`src/rtl/a_if_lane_packer.sv`:
```
// a_if_lane_packer: collects a serial byte stream into 8-lane groups and
// presents each completed (or flushed) group on the a_if producer lanes.
// A collection bank fills while a separate output bank holds the last
// emitted group, so the output never stalls.
//
// Handshake: a_if has no ready signal. A byte is consumed on every rising
// edge where in_valid=1. out_valid is a one-cycle pulse, and the lanes
// that go with it stay stable until the next pulse.
module a_if_lane_packer #(
    parameter int                DATA_W = 8,
    parameter logic [DATA_W-1:0] PAD    = '0
) (
    input  logic              clock,
    input  logic              reset,
    input  logic              in_valid,
    input  logic [DATA_W-1:0] in_data,
    input  logic              in_sop,
    input  logic              flush,
    output logic              out_valid,
    output logic [DATA_W-1:0] out_a,
    output logic [DATA_W-1:0] out_a2,
    output logic [DATA_W-1:0] out_a3,
    output logic [DATA_W-1:0] out_a4,
    output logic [DATA_W-1:0] out_a5,
    output logic [DATA_W-1:0] out_a6,
    output logic [DATA_W-1:0] out_a7,
    output logic [DATA_W-1:0] out_a8,
    output logic              busy,
    output logic [7:0]        drop_cnt,
    output logic              dbg_state
);

    // IDLE means idx=0 (no pending partial group); FILL means idx is 1..7.
    typedef enum logic {
        S_IDLE = 1'b0,
        S_FILL = 1'b1
    } state_t;

    state_t            state_q, state_n;
    logic [2:0]        idx_q, idx_n;
    logic [2:0]        wr_idx;
    logic              emit;
    logic              out_valid_n;
    logic [7:0]        drop_n;
    logic [DATA_W-1:0] lane_q [8];
    logic [DATA_W-1:0] lane_n [8];
    logic [DATA_W-1:0] out_q  [8];
    logic [DATA_W-1:0] out_n  [8];

    // Register bank: fill index, FSM state, collection and output lanes.
    always_ff @(posedge clock or negedge reset) begin
        if (!reset) begin
            state_q   <= S_IDLE;
            idx_q     <= 3'd0;
            out_valid <= 1'b0;
            drop_cnt  <= 8'd0;
            for (int i = 0; i < 8; i++) begin
                lane_q[i] <= '0;
                out_q[i]  <= '0;
            end
        end else begin
            state_q   <= state_n;
            idx_q     <= idx_n;
            out_valid <= out_valid_n;
            drop_cnt  <= drop_n;
            for (int i = 0; i < 8; i++) begin
                lane_q[i] <= lane_n[i];
                out_q[i]  <= out_n[i];
            end
        end
    end

    // Next state: accept the byte (with any sop abort) first, then let flush
    // pad and emit whatever partial group remains after that byte.
    always_comb begin
        lane_n  = lane_q;
        out_n   = out_q;
        idx_n   = idx_q;
        drop_n  = drop_cnt;
        wr_idx  = idx_q;
        emit    = 1'b0;

        if (in_valid) begin
            // sop mid-group discards the partial group and restarts at lane 0.
            if (in_sop && (idx_q != 3'd0)) begin
                wr_idx = 3'd0;
                if (drop_cnt != 8'hFF) begin
                    drop_n = drop_cnt + 8'd1;
                end
            end
            lane_n[wr_idx] = in_data;
            if (wr_idx == 3'd7) begin
                emit  = 1'b1;
                idx_n = 3'd0;
            end else begin
                idx_n = wr_idx + 3'd1;
            end
        end

        // A group that just completed leaves idx_n=0, so flush is a no-op
        // there and never produces a padded second pulse.
        if (flush && (idx_n != 3'd0)) begin
            for (int i = 0; i < 8; i++) begin
                if (i >= int'(idx_n)) begin
                    lane_n[i] = PAD;
                end
            end
            emit  = 1'b1;
            idx_n = 3'd0;
        end

        if (emit) begin
            out_n = lane_n;
        end

        out_valid_n = emit;
        state_n     = (idx_n != 3'd0) ? S_FILL : S_IDLE;
    end

    // Output lanes and status are straight from registers.
    assign out_a     = out_q[0];
    assign out_a2    = out_q[1];
    assign out_a3    = out_q[2];
    assign out_a4    = out_q[3];
    assign out_a5    = out_q[4];
    assign out_a6    = out_q[5];
    assign out_a7    = out_q[6];
    assign out_a8    = out_q[7];
    assign busy      = (state_q == S_FILL);
    assign dbg_state = state_q;

endmodule

```
`config.mk`:
```
export PLATFORM = sky130hd
export DESIGN_NAME = a_if_lane_packer
export DESIGN_NICKNAME = d
export VERILOG_FILES = /design/src/rtl/a_if_lane_packer.sv
export SDC_FILE = /design/constraint.sdc
export NUM_CORES = 1
export LEC_CHECK = 0
export ABC_AREA = 1
export BUFFER_PORTS_ARGS = -buffer_cell sky130_fd_sc_hd__buf_2
export CAP_MARGIN = 20
export CORE_ASPECT_RATIO = 2
export CORE_MARGIN = 8
export CORE_UTILIZATION = 45
export CTS_CLUSTER_SIZE = 20
export DETAILED_ROUTE_END_ITERATION = 7
export PLACE_DENSITY = 0.65
export SLEW_MARGIN = 20
export SYNTH_ARGS = -nofsm -noshare
export SYNTH_HDL_FRONTEND = slang
export SYNTH_SLANG_ARGS = --single-unit
```
`constraint.sdc`:
```
create_clock -name clock -period 2.24 [get_ports clock]
set_input_delay 0.336 -clock clock [delete_from_list [all_inputs] [get_ports clock]]
set_output_delay 0.336 -clock clock [all_outputs]
set_load 0.005 [all_outputs]
```
Yosys cells after proc, flatten, opt, wreduce, memory -nomap -nowiden
Cells that the tools add are included.

word-level totals
  register bits = 141
  word-level logic and storage cells = 62
  output and inout bits = 75
  input port bits = 13

operators by class
  bitwise logic cells = 1
  equal/unequal tests = 2
  $lt $le $gt $ge = 9
  reductions and logical operators = 7
  $add $sub $neg = 2
  mux-type cells = 21

operators with widths
  kind                                                count
  2-to-1 mux 64 bit                                   2
  bitwise mux 64 bit                                  1
  2-to-1 mux 8 bit                                    8
  demux 8 bit (select 3 bit)                          1
  2-to-1 mux 3 bit                                    5
  >= comparator 3 bit, first input constant           3
  nonzero test 3 bit                                  3
  adder 8 x 1 -> 8 bit, second input constant         1
  != test 8 bit, second input constant                1
  >= comparator 1 x 3 -> 1 bit, first input constant  2
  >= comparator 2 x 3 -> 1 bit, first input constant  2
  >= comparator 4 bit, second input constant          1
  < comparator 4 x 1 -> 1 bit, second input constant  1
  2-to-1 mux 1 bit                                    4
  NOT 3 -> 4 bit                                      1
  adder 3 x 1 -> 3 bit, second input constant         1
  equality test 3 bit, second input constant          1
  logical AND 1 bit                                   3
  AND reduction 3 bit                                 1

Depth between registers and ports, before layout
  word-level depth = 13
  mapped depth = 14
  gate-level depth less buffers = 14

Worst setup path before layout
Ideal clock, no wire load.

  path type = reg2reg
  from = register idx_q[1]
  to = register out_q, in the netlist out_a2[4]
  slack = 0.241 ns
  data arrival time = 1.875 ns
  buffers on the path = 1
  data required time = 2.116 ns
  setup time = 0.124 ns
  clock period less this slack = 1.999 ns
  stages on the path, launching flop included = 15
  cells stage by stage = dfrtp_1 nor2_1 nand2_1 a21oi_1 ha_1 ha_1 nand2_2 o21ai_2 nor2_2 nand2_4 nand2_4 nand2_4 buf_4 nor2_1 a21oi_1

between the ends
  word-level cells in the longest chain between the ends = 13
  elaborated cells between the ends (all ways) = 24
  classes of those cells = 1 x add/sub; 3 x order compare; 1 x eq/ne; 13 x mux; 1 x bitwise; 5 x reduce/logical

ends and longest elaborated chain
  what                                                                                      RTL line  source
  start: declaration                                                                        40        logic [2:0] idx_q, idx_n;
  start signal: assignment                                                                  63        idx_q <= idx_n;
  nonzero test 3 bit                                                                        85        if (in_sop && (idx_q != 3'd0)) begin
  logical AND 1 bit                                                                         85
  2-to-1 mux 3 bit                                                                          85
  2-to-1 mux 3 bit                                                                          83        if (in_valid) begin
  NOT 3 -> 4 bit (implied by the code)                                                      91        lane_n[wr_idx] = in_data;
  >= comparator 4 bit (implied by the code) or < comparator 4 x 1 -> 1 bit (tied branches)  91
  logical AND 1 bit (implied by the code)                                                   91
  2-to-1 mux 8 bit (implied by the code)                                                    91
  demux 8 bit (select 3 bit)                                                                91
  bitwise mux 64 bit                                                                        91
  2-to-1 mux 64 bit                                                                         83
  2-to-1 mux 8 bit                                                                          104       if (i >= int'(idx_n)) begin
  2-to-1 mux 64 bit                                                                         102       if (flush && (idx_n != 3'd0)) begin
  end signal: indexed assignment                                                            68        out_q[i] <= out_n[i];
  end: declaration                                                                          47        logic [DATA_W-1:0] out_q [8];

Several ways; a longest one is shown, not always the timed one. The select of a mux whose other input is x is not followed.
A chain may end at the register's enable or synchronous reset.

Worst setup path in the final report
  from = register idx_q[1]
  to = register out_q, in the netlist out_a7[4]

The elaborated chain is that of the path after synthesis.

==> impl.org <==
** Timing
- The number of slew-limit violations in the final report was 0.
- Post-route minimum period :: 2.30 ns
- Min setup slack post-route :: -0.0561 ns
- Max frequency :: 436 MHz
- Post-Route Skew :: between 0.006 and 0.007 ns
- Unrepaired setup endpoints after global routing :: yes
- At the pin with the least slew margin, the transition time is roughly 0.54 ns.
- In the finished design, the share of the clock period the worst path needs comes to 1.03.
- Headroom to the max-slew limit came out at 0.642.
- Worst hold slack across all endpoints :: roughly 0.32 ns
- Setup violations remaining at the end of the flow were counted as 33.
- The number of hold violations in the final report was 0.

** GRT
- For this run, global-route usage on met1 was measured as 0.222.
- In the global route stage, met3 resource usage came out at 0.0466.
- Fraction of met2 tracks used by global routing :: 0.291
- In this run the most used layer during global routing was met2.
- For this run, the total global-route usage over all layers was measured as 0.180.
- The number of global-route vias before repair was ~5,000.
- Entering global routing, the biggest net connects 57 pins.
- The number of antenna violations at the first check in global routing was 0.
- Overflow left after global routing :: 0
- The first global-routing pass estimated between 20,000 and 30,000 µm of wire.

** Logic synthesis
- Area leader, netlist :: sky130_fd_sc_hd__dfrtp_1
- Number of different library cells in the post-synthesis netlist :: 27
- Leading post-synthesis cells by cell area :: sky130_fd_sc_hd__dfrtp_1, sky130_fd_sc_hd__nand2_1, sky130_fd_sc_hd__nand3_1
- Most used flip-flop cell after synthesis :: sky130_fd_sc_hd__dfrtp_1
- Synthesis handed over a netlist of 724 instances.
- Yosys printed 0 warnings.
- Yosys instantiated no cell more often than sky130_fd_sc_hd__nand2_1.
- Area share of the largest cell type after synthesis :: 0.568
- For this run, the register share of the synthesized area comes to 0.568.
- The synthesized netlist occupies a cell area of slightly above 0.006 mm².
- Most numerous cell types in the synthesized netlist :: sky130_fd_sc_hd__nand2_1, sky130_fd_sc_hd__dfrtp_1, sky130_fd_sc_hd__nand3_1
- After synthesis the netlist holds a flip-flop and latch count of 141.
- Syn Nets :: 740
- Mean cell area of the mapped netlist :: between 8 and 9 µm²
- Async S/R FF share, synth :: 1.00
- Count of flip-flops with a built-in enable after synthesis :: 0

** Clocking
- Number of H-tree branching levels :: 4
- After clock tree synthesis, the clock-pin slew on the worst setup and hold paths is around 0.060 ns.
- At the later pin of the worst-skew pair, clock insertion delay measures approximately 0.42 ns.
- Sink count of the clock tree :: approximately 140
- Number of buffers inserted during clock tree synthesis :: 17
- Root buffer selected by CTS :: sky130_fd_sc_hd__clkbuf_16
- The clock passes through at most 2 buffers.
- CTS tree :: done

** Placement
- After legalization and detailed placement, the total HPWL measured about 10,000 µm.
- Port buffering added 87 buffers.
- OpenSTA, run right after detailed placement, puts the worst setup slack at -0.0475 ns.
- Routability cong. :: approximately 0.84

** Final layout
- Area Growth Syn to Fin :: 26.5%
- End-of-flow core utilization :: 0.575
- Of the cells placed in the final design, the portion with a size suffix greater than 1 is 0.238.
- Number of nets at the end of the flow :: ~840
- Number of diodes :: 0

** Floorplanning
- Core Footprint :: 0.0137 mm²
- Floorplan die area :: 0.0180 mm²
- In this run the count of I/O pins placed on the die edge is ~90.
- Initial Util :: 0.455
- Die outline height :: ~180 µm
- The die is roughly 99 µm wide.
- Number of cell rows :: 61

** Critical path
- Critical Path Start Type :: flop
- Data arrives at the worst endpoint at roughly 2.6 ns.
- Data on the critical path is required at its endpoint by 2.55 ns.
- The worst register-to-register path has a setup slack of -0.06 ns.
- Endpoint kind of the worst setup timing path :: flop
- Of all nets on the critical path, the largest fanout is 10.
- The worst register-to-register path has a depth of 14.
- R2R Path Start :: idx_q[1]
- CP cell instances :: nor2_1 -> nand2_1 -> a21oi_2 -> ha_2 -> ha_4 -> nand2_4 -> o21ai_4 -> nor2_4 -> nand2_4 -> nand2_8 -> nand2_8 -> clkbuf_16 -> nand3_1 -> nand2_1
- Slowest CP cell :: sky130_fd_sc_hd__dfrtp_1
- The worst setup path is of the reg2reg kind.
- R2R Path End :: out_a7[4]
- Biggest cell delay along the critical path :: 0.42 ns

** Status
- Violated checks :: setup timing
- The run finished, with violations left.

** Power and ir drop
- Of the total power, the share spent switching nets is 0.263.
- Of the total power, the clock network draws 0.426.
- Overall power consumption after layout is estimated at approximately 6.5 mW.
- For this design the static power due to leakage is 4.26 nW.
- Relative contribution of sequential cells to total power :: 0.438
- Cell internal power was estimated by the tool at between 4 and 5 mW.
- Across the VDD grid, the largest voltage drop is 0.000528 V.
- Dividing total power by cell area gives a power density of approximately 820 mW/mm².
- The analysis attributes to net switching a power of between 1.5 and 2 mW.
- Fraction of power consumed by combinational cells :: 0.136

** Routing
- Before antenna repair, the detailed router went through 5 iterations.
- Starting DRT DRC Count :: ~260
- In the final routed layout, each cell accounts on average for 16.4 µm.
- Routed WL :: roughly 16,000 µm
- ANT nets after route :: 0
- After detailed routing, the number of vias per cell comes to approximately 5.2.
- DR vias :: around 5,200
- After detailed routing, the number of remaining DRC violations is 0.

** Hold path
- Startpoint of the most critical hold path :: flush
- For hold timing, the worst endpoint is idx_q[0].
- Worst min-delay path category :: in2reg
- Count of cells along the worst hold path :: 2

** Flow run
- The tool flagged a number of max-cap violations equal to 0.
placed cells by master (no fill, tap or decap), drive strengths merged:
master	Yosys	routed
a21boi	8	8
a21oi	18	18
and2	8	8
buf	25	112
bufinv	0	2
clkbuf	10	25
clkinv	0	5
clkinvlp	0	4
dfrtp	141	141
dlygate4sd3	0	1
ha	3	3
inv	64	64
nand2	233	235
nand3	85	85
nand4	5	5
nor2	37	37
nor3	2	2
o211ai	1	1
o21ai	79	79
xnor2	2	2
xor2	3	3
critical path, delay by kind of cell, from the launching register on:
family          cells  cell delay (ns)
compound gates      2             0.23
fa+ha+maj           2             0.41
buf+inv             1             0.20
flops               1             0.42
simple gates        9             0.92
metrics by stage:
step | instances | instance area (µm²) | setup TNS, ns
floorplan | 724 | 6210 | 0
global placement | 951 | 6850 | 0
detailed placement | 951 | 6850 | -0.275
CTS | 983 | 7460 | 0
global route | 997 | 7850 | -6.17
finish | 997 | 7850 | -0.824
power groups by stage:
| stage | Clock, mW | Sequential (mW) | Combinational (mW) |
|---|---|---|---|
| 6_report | 2.75 | 2.83 | 0.879 |
| 5_1_grt | 2.89 | 2.85 | 0.982 |
| 3_3_place_gp | 0 | 2.86 | 0.743 |
| 2_1_floorplan | 0 | 2.87 | 0.399 |
| 3_5_place_dp | 0 | 2.87 | 0.752 |
| 4_1_cts | 2.79 | 2.83 | 0.765 |
worst max-delay path by stage:
stage          startpoint         to  slack, ns
2_1_floorplan    idx_q[1]  out_a2[4]       0.24
3_3_place_gp     idx_q[0]  out_a8[1]       0.04
3_5_place_dp     idx_q[0]  out_a8[2]      -0.05
4_1_cts          idx_q[0]  out_a7[6]      0.001
5_1_grt          idx_q[1]  out_a5[1]      -0.14
6_report         idx_q[1]  out_a7[4]      -0.06
flip-flops by register name, summed over array words and instances (netlist names), 3 cells and up:
name and count:
out_a 8, out_a7 8, out_a5 8, out_a2 8, out_a6 8, lane_q 64
idx_q 3, out_a3 8, drop_cnt 8, out_a8 8, out_a4 8
cells by family (layout without fill, tap and decap cells):
family	after synthesis	in the layout	share of synthesized area
AOI/OAI and AO/OA	106	106	0.0905
xor gates and xnor gates	5	5	0.00705
adders and majority gates	3	3	0.00605
buffers and inverters	99	213	0.0723
DFF	141	141	0.568
and+or+nand+nor	370	372	0.256
what timing repair did:
action | CTS | global route
buffers inserted | 0 | 6
hold buffers | 1 | 0
pin swaps | 1 | 11
gates resized for setup | 5 | 39
setup endpoints to repair | 67 | 101
cloned | 0 | 8
hold endpoints to repair | 54 | 0
metal layers:
metal,wire length (µm),vias up
met1,6920,2473
met4,328,0
met2,8300,137
met5,0,-
met3,785,26
li1,-,2523
final cells by class:
| class | instances | area [µm²] |
|---|---|---|
| Clock inverter | 11 | 119 |
| Sequential cell | 141 | 3530 |
| Clock buffer | 20 | 457 |
| Inverter | 64 | 240 |
| Multi-Input combinational cell | 486 | 2440 |
| Fill cell | 1200 | 5810 |
| Timing Repair Buffer | 118 | 876 |
| Tap cell | 157 | 196 |
(Power assumes the default switching activity.)
